File: config.mk
export PLATFORM = sky130hd
export DESIGN_NAME = fcmp_sched
export DESIGN_NICKNAME = d
export VERILOG_FILES = /design/src/rtl/fcmp_sched.sv
export SDC_FILE = /design/constraint.sdc
export NUM_CORES = 1
export LEC_CHECK = 0
export BUFFER_PORTS_ARGS = -buffer_cell sky130_fd_sc_hd__buf_2
export CORE_UTILIZATION = 49
export DETAILED_ROUTE_END_ITERATION = 10
export HOLD_SLACK_MARGIN = 0.03
export PLACE_DENSITY = 0.93
export RECOVER_POWER = 25
export SLEW_MARGIN = 20
export SYNTH_ARGS = -nofsm -noshare
export SYNTH_HDL_FRONTEND = slang
export SYNTH_SLANG_ARGS = --single-unit
export TNS_END_PERCENT = 30
File: constraint.sdc
create_clock -name clk -period 5 [get_ports clk]
set_input_delay 0.25 -clock clk [delete_from_list [all_inputs] [get_ports clk]]
set_output_delay 0.25 -clock clk [all_outputs]
set_load 0.01 [all_outputs]
File: src/rtl/fcmp_sched.sv
// fcmp_sched: shares one FPU compare unit (feq/flt/fle) between two requesters.
// Requester 0 is the FPU ALU issue port and requester 1 is the branch unit.
// A round-robin arbiter issues at most one operation per cycle. A tag pipe
// follows each operation through the unit's fixed latency, and each result is
// returned through a per-requester response FIFO. Credits cover both queued and
// in-flight results, so a FIFO can never overflow.
// Optional feature: define FCMP_SANITIZE_EN to replace NaN operands with +inf and
// denormal operands with +0 before they are registered onto cmp_x1/cmp_x2.
module fcmp_sched #(
    parameter int CMP_LAT    = 1,   // compare-unit latency, 0..4
    parameter int RESP_DEPTH = 2    // entries per response FIFO, power of two
) (
    input  logic        clk,
    input  logic        rstn,
    input  logic [1:0]  req_valid,
    output logic [1:0]  req_ready,
    input  logic [3:0]  req_op,
    input  logic [63:0] req_x1,
    input  logic [63:0] req_x2,
    output logic        cmp_valid,
    output logic [1:0]  cmp_op,
    output logic [31:0] cmp_x1,
    output logic [31:0] cmp_x2,
    input  logic        cmp_y,
    output logic [1:0]  resp_valid,
    input  logic [1:0]  resp_ready,
    output logic [1:0]  resp_y
);

    localparam int STAGES = CMP_LAT + 1;
    localparam int PTR_W  = (RESP_DEPTH > 1) ? $clog2(RESP_DEPTH) : 1;
    // Wide enough for fifo count plus in-flight count without wrapping.
    localparam int CNT_W  = $clog2(RESP_DEPTH + STAGES + 1);

    typedef logic [PTR_W-1:0] ptr_t;
    typedef logic [CNT_W-1:0] cnt_t;

    typedef enum logic [1:0] {
        OP_FEQ = 2'b00,
        OP_FLT = 2'b01,
        OP_FLE = 2'b10,
        OP_RSV = 2'b11
    } cmp_op_e;

    // Operand conditioning applied on the way into the issue register.
    function automatic logic [31:0] sanitize(input logic [31:0] v);
`ifdef FCMP_SANITIZE_EN
        if (v[30:23] == 8'hff && v[22:0] != 23'd0) begin
            return 32'h7f80_0000;
        end else if (v[30:23] == 8'h00 && v[22:0] != 23'd0) begin
            return 32'h0000_0000;
        end else begin
            return v;
        end
`else
        return v;
`endif
    endfunction

    // ---------------------------------------------------------------- state
    logic              last_q, last_d;            // id granted most recently
    logic              cmp_valid_q, cmp_valid_d;
    logic [1:0]        cmp_op_q, cmp_op_d;
    logic [31:0]       cmp_x1_q, cmp_x1_d;
    logic [31:0]       cmp_x2_q, cmp_x2_d;
    logic [STAGES-1:0] tag_v_q, tag_v_d;
    logic [STAGES-1:0] tag_id_q, tag_id_d;
    cnt_t              fifo_cnt_q [2];
    cnt_t              fifo_cnt_d [2];
    ptr_t              wr_ptr_q [2];
    ptr_t              wr_ptr_d [2];
    ptr_t              rd_ptr_q [2];
    ptr_t              rd_ptr_d [2];
    logic              mem_q [2][RESP_DEPTH];

    // ---------------------------------------------------------------- nets
    cnt_t        inflight [2];
    logic [1:0]  eligible;
    logic [1:0]  grant;
    logic [1:0]  push;
    logic [1:0]  pop;
    cmp_op_e     sel_op;
    logic [31:0] sel_x1;
    logic [31:0] sel_x2;
    logic        ret_v;
    logic        ret_id;

    assign sel_op = cmp_op_e'(grant[1] ? req_op[3:2] : req_op[1:0]);
    assign sel_x1 = grant[1] ? req_x1[63:32] : req_x1[31:0];
    assign sel_x2 = grant[1] ? req_x2[63:32] : req_x2[31:0];
    assign ret_v  = tag_v_q[STAGES-1];
    assign ret_id = tag_id_q[STAGES-1];

    // Credit check: a requester may issue only while queued plus in-flight results leave room.
    always_comb begin
        eligible = 2'b00;
        for (int i = 0; i < 2; i++) begin
            inflight[i] = '0;
            for (int s = 0; s < STAGES; s++) begin
                if (tag_v_q[s] && (tag_id_q[s] == 1'(i))) begin
                    inflight[i] = inflight[i] + cnt_t'(1);
                end
            end
            eligible[i] = req_valid[i] && ((fifo_cnt_q[i] + inflight[i]) < cnt_t'(RESP_DEPTH));
        end
    end

    // Round-robin grant: on a tie, favour the requester not granted most recently.
    always_comb begin
        // NOTE: every output of a combinational block gets a default first; a path
        // that leaves it unassigned would infer a latch.
        grant = 2'b00;
        if (rstn) begin
            if (eligible == 2'b11) begin
                grant = last_q ? 2'b01 : 2'b10;
            end else begin
                grant = eligible;
            end
        end
    end

    assign req_ready = grant;

    // Issue register and tag pipe: load on a grant, otherwise drop valid and hold operands.
    always_comb begin
        cmp_valid_d = 1'b0;
        cmp_op_d    = cmp_op_q;
        cmp_x1_d    = cmp_x1_q;
        cmp_x2_d    = cmp_x2_q;
        last_d      = last_q;
        if (grant != 2'b00) begin
            cmp_valid_d = 1'b1;
            cmp_op_d    = (sel_op == OP_RSV) ? OP_FEQ : sel_op;
            cmp_x1_d    = sanitize(sel_x1);
            cmp_x2_d    = sanitize(sel_x2);
            last_d      = grant[1];
        end
        tag_v_d     = tag_v_q;
        tag_id_d    = tag_id_q;
        tag_v_d[0]  = (grant != 2'b00);
        tag_id_d[0] = grant[1];
        for (int s = 1; s < STAGES; s++) begin
            tag_v_d[s]  = tag_v_q[s-1];
            tag_id_d[s] = tag_id_q[s-1];
        end
    end

    // Response FIFO control: push from the last tag stage, pop on resp_ready when non-empty.
    always_comb begin
        for (int i = 0; i < 2; i++) begin
            push[i]       = ret_v && (ret_id == 1'(i));
            pop[i]        = resp_ready[i] && (fifo_cnt_q[i] != '0);
            fifo_cnt_d[i] = fifo_cnt_q[i] + cnt_t'(push[i]) - cnt_t'(pop[i]);
            wr_ptr_d[i]   = wr_ptr_q[i];
            rd_ptr_d[i]   = rd_ptr_q[i];
            if (push[i]) begin
                wr_ptr_d[i] = (wr_ptr_q[i] == ptr_t'(RESP_DEPTH - 1)) ? '0 : wr_ptr_q[i] + ptr_t'(1);
            end
            if (pop[i]) begin
                rd_ptr_d[i] = (rd_ptr_q[i] == ptr_t'(RESP_DEPTH - 1)) ? '0 : rd_ptr_q[i] + ptr_t'(1);
            end
        end
    end

    // Head of each FIFO, forced to zero while the FIFO is empty.
    always_comb begin
        resp_valid = 2'b00;
        resp_y     = 2'b00;
        for (int i = 0; i < 2; i++) begin
            resp_valid[i] = (fifo_cnt_q[i] != '0);
            resp_y[i]     = resp_valid[i] & mem_q[i][rd_ptr_q[i]];
        end
    end

    // Control state register; reset discards every in-flight and queued result.
    always_ff @(posedge clk or negedge rstn) begin
        // NOTE: sequential state is assigned with <= so all flops update from
        // pre-edge values, independent of statement order.
        if (!rstn) begin
            last_q      <= 1'b1;
            cmp_valid_q <= 1'b0;
            cmp_op_q    <= 2'b00;
            cmp_x1_q    <= '0;
            cmp_x2_q    <= '0;
            tag_v_q     <= '0;
            tag_id_q    <= '0;
            for (int i = 0; i < 2; i++) begin
                fifo_cnt_q[i] <= '0;
                wr_ptr_q[i]   <= '0;
                rd_ptr_q[i]   <= '0;
            end
        end else begin
            last_q      <= last_d;
            cmp_valid_q <= cmp_valid_d;
            cmp_op_q    <= cmp_op_d;
            cmp_x1_q    <= cmp_x1_d;
            cmp_x2_q    <= cmp_x2_d;
            tag_v_q     <= tag_v_d;
            tag_id_q    <= tag_id_d;
            for (int i = 0; i < 2; i++) begin
                fifo_cnt_q[i] <= fifo_cnt_d[i];
                wr_ptr_q[i]   <= wr_ptr_d[i];
                rd_ptr_q[i]   <= rd_ptr_d[i];
            end
        end
    end

    // FIFO storage write port.
    always_ff @(posedge clk) begin
        // NOTE: storage is not reset; counts and pointers are, and resp_y is
        // gated by non-empty, so stale entries are never observed.
        for (int i = 0; i < 2; i++) begin
            if (push[i]) begin
                mem_q[i][wr_ptr_q[i]] <= cmp_y;
            end
        end
    end

    assign cmp_valid = cmp_valid_q;
    assign cmp_op    = cmp_op_q;
    assign cmp_x1    = cmp_x1_q;
    assign cmp_x2    = cmp_x2_q;

endmodule
==> impl_metrics.env <==
export IMPL_min_period_ns=3.54
export IMPL_maxSlewHeadroom_pct=34.2
export IMPL_slowest_stage="nand3_2"
export IMPL_grt_pass1_wl_microns=15600
export IMPL_die_w_microns=92.5
export IMPL_use_met3_pct=3.94
export IMPL_initial_utilization_pct=51.4
export IMPL_postCtsSetupBuffers=0
export IMPL_swShare_pct=35.5
export IMPL_diodes=0
export IMPL_placed_cells=604
export IMPL_power_frac_comb_pct=46.2
export IMPL_p_per_area_nw_per_um2=600
export IMPL_hp_class="primary input to flop"
export IMPL_ys_async_sr_fraction_pct=95.3
export IMPL_cp_common_cell="nand2_1"
export IMPL_hold_violations=0
export IMPL_grt_ovfl_total=0
export IMPL_path_class="flop to output port"
export IMPL_use_met1_pct=27.6
export IMPL_critical_path_depth=10
export IMPL_synth_fp_nets=458
export IMPL_crit_family="simple AND/OR/NAND/NOR gates"
export IMPL_viasPerCell=5.22
export IMPL_root_buffer="clkbuf_8"
export IMPL_ir_drop_uv=252
export IMPL_total_power_mw=3.13
export IMPL_placed_area_sq_um=5060
export IMPL_ys_warn_count=0
export IMPL_post_route_util_pct=66.7
export IMPL_top_usage_layer="met2"
export IMPL_io_buffers=211
export IMPL_antenna_found_initial=0
export IMPL_skew_ns=0.0137
export IMPL_drt_iter0_markers=132
export IMPL_h_tree_depth=3
export IMPL_cts_buffers=9
export IMPL_clockPowerShare_pct=14.8
export IMPL_rsz0062_at_grt="no"
export IMPL_timing_final_crit_share_pct=70.7
export IMPL_startpoint_type="flop"
export IMPL_drc=0
export IMPL_fp_dieH_microns=92.5
export IMPL_cp_arrival_ns=3.29
export IMPL_gp_congestion=0.833
export IMPL_fin_nets=663
export IMPL_finalSetupViolCount=0
export IMPL_worstPathMaxFanout=39
export IMPL_max_slew_worst_pin_slew_ns=0.986
export IMPL_syn_cell_area_sq_um=4020
export IMPL_ys_seq_area_share_pct=53.5
export IMPL_wl_per_cell_microns=16.1
export IMPL_grtUsageTotal_pct=23.8
export IMPL_dr_pass1_iters=4
export IMPL_drt_wl_total_microns=10000
export IMPL_synth_edf_count=4
export IMPL_grt_max_degree=79
export IMPL_slowest_delay_ns=0.68
export IMPL_dieArea_sq_um=8560
export IMPL_first_global_vias=3362
export IMPL_synth_area_leaders="dfrtp_1 50%, o221a_1 14%, or2_2 8.9%"
export IMPL_synth_cells=309
export IMPL_dp_hpwl_microns=7420
export IMPL_worstReg2RegEnd="cmp_x2[19]"
export IMPL_worstPathCellList="nand2_1, inv_1, ha_1, nand2_1, fa_1, nand2_1, nor2_1, nand3_2, inv_1, buf_2"
export IMPL_reg2regPathDepth=10
export IMPL_drv_slew=0
export IMPL_clkTransAtPathRegs_ns=0.09
export IMPL_coreArea_sq_um=7810
export IMPL_cp_end_kind="output port"
export IMPL_tns_ns=0
export IMPL_outcome="completed"
export IMPL_p_int_mw=2.02
export IMPL_reg2reg_slack_ns=1.58
export IMPL_worstPathRequired_ns=4.75
export IMPL_rows=32
export IMPL_crit_path_end="req_ready[1]"
export IMPL_syn_area_per_cell_sq_um=13.0
export IMPL_synth_distinct_cells=30
export IMPL_cp_buffers_inverters=3
export IMPL_cp_startpoint="tag_v_q[1]"
export IMPL_synth_top_cell_by_area="dfrtp_1"
export IMPL_drt_antenna_violating_nets=0
export IMPL_via_count=3240
export IMPL_max_freq_mhz=283
export IMPL_seqPwrFrac_pct=39.1
export IMPL_netlist_area_leader_share_pct=49.9
export IMPL_clkSinkCount=85
export IMPL_p_switching_mw=1.11
export IMPL_p_leak_nw=2.41
export IMPL_tritoncts="done"
export IMPL_fin_area_sq_um=5210
export IMPL_syn2layout_area_growth_pct=29.7
export IMPL_reg2reg_from="tag_v_q[1]"
export IMPL_maxCapViolCount=0
export IMPL_clkLatencyLatePin_ns=0.34
export IMPL_ys_ff_latch=85
export IMPL_met2_usage_pct=43.4
export IMPL_cts_path_max_buffers=2
export IMPL_synthFlopType="dfrtp_1"
export IMPL_layout_cells_non_filler=621
export IMPL_cts_resized=0
export IMPL_pin_count=212
export IMPL_drive_gt1_share_pct=49.9
-- state kept, by name, indices dropped and copies added (netlist names) --
signal / flops
cmp_x1: 32
cmp_x2: 32
fifo_cnt_q: 6
mem_q: 4
cmp_op: 2
rd_ptr_q: 2
tag_id_q: 2
tag_v_q: 2
wr_ptr_q: 2
last_q: 1
-- timing repair --
action                     in CTS  in global routing
hold endpoints to repair        3                  0
setup endpoints to repair       0                  0
hold buffers                    1                  0
-- final cells by class --
class	count	area [sq um]
clock inverter	7	66.3
timing repair buffer	215	1030
clock buffer	9	124
inverter	16	60.1
fill	619	2600
multi-input combinational	187	1650
sequential	85	2150
tap	102	128
-- metrics by stage --
stage	setup slack (ns)	hold WS (ns)
global placement	1.78	0.0742
global route	1.21	0.154
detailed placement	1.62	0.0774
finish	1.46	0.165
floorplan	2.56	-0.0456
CTS	1.38	0.102
-- layout by cell type, fill, tap and decap left out, types with 2 or more instances in the layout --
cell / n
mux2i_1: 6
nand2b_1: 2
nor2_1: 3
clkbuf_1: 48
nand2_1: 5
inv_1: 16
clkbuf_8: 9
buf_2: 163
clkinv_4: 2
or2_1: 7
and2_1: 6
nor2b_1: 5
edfxtp_1: 4
xnor2_1: 8
o221a_1: 49
or2_2: 57
clkinv_2: 3
mux2_2: 2
or3_1: 2
buf_4: 3
o221a_2: 15
xor2_1: 3
dfrtp_1: 80
ha_1: 6
fa_1: 4
-- layer usage --
| layer | share of wire (%) | up-vias |
|---|---|---|
| met3 | 6.2 | 12 |
| li1 | - | 1535 |
| met1 | 40 | 1535 |
| met2 | 53 | 158 |
| met5 | 0 | - |
| met4 | 1.3 | 0 |
-- power groups by stage --
stage	Combinational, mW	Sequential (mW)	Clock [mW]
after global placement	1.44	1.21	0
after CTS	1.51	1.22	0.479
after detailed placement	1.51	1.22	0
final	1.44	1.22	0.462
after global routing	1.59	1.26	0.504
after floorplan	0.903	1.31	0
-- cells in the mapped netlist, types with 2 or more instances --
master	instances
o221a_2	15
mux2i_1	6
ha_1	6
mux2_2	2
o221a_1	49
clkbuf_1	2
buf_2	8
edfxtp_1	4
and2_1	6
or3_1	2
nand2_1	5
xnor2_1	8
or2_1	7
nand2b_1	2
fa_1	4
or2_2	57
nor2b_1	5
inv_1	16
xor2_1	3
buf_6	11
dfrtp_1	80
nor2_1	3
-- cells by family (layout without fill, tap and decap cells) --
logic type | after synthesis | in the layout | share of synthesized area [%]
simple gates | 91 | 91 | 13.7
flops | 85 | 85 | 53.5
compound gates | 67 | 67 | 18.7
buf+inv | 37 | 247 | 5.77
xor+xnor | 11 | 11 | 2.40
fa+ha+maj | 10 | 10 | 3.86
mux | 8 | 8 | 2.06
-- worst min-delay path by stage --
stage	cells after the start	endpoint	start
6_report	2	cmp_x1[24]	req_x1[24]
5_1_grt	2	cmp_x1[22]	req_x1[22]
4_1_cts	1	mem_q[0][0]	cmp_y
3_5_place_dp	1	fifo_cnt_q[0]	rstn
3_3_place_gp	1	fifo_cnt_q[2]	rstn
2_1_floorplan	0	cmp_op[0]	rstn
-- worst reg2reg max path, stage by stage (launching register included) --
cell	delay, ns
dfrtp_1	0.40
nand2_1	0.15
inv_1	0.06
ha_1	0.27
nand2_1	0.07
fa_1	0.49
nand2_1	0.10
nor2_1	0.27
nand3_2	0.68
buf_4	0.51
o221a_2	0.31
(Power assumes the default switching activity.)
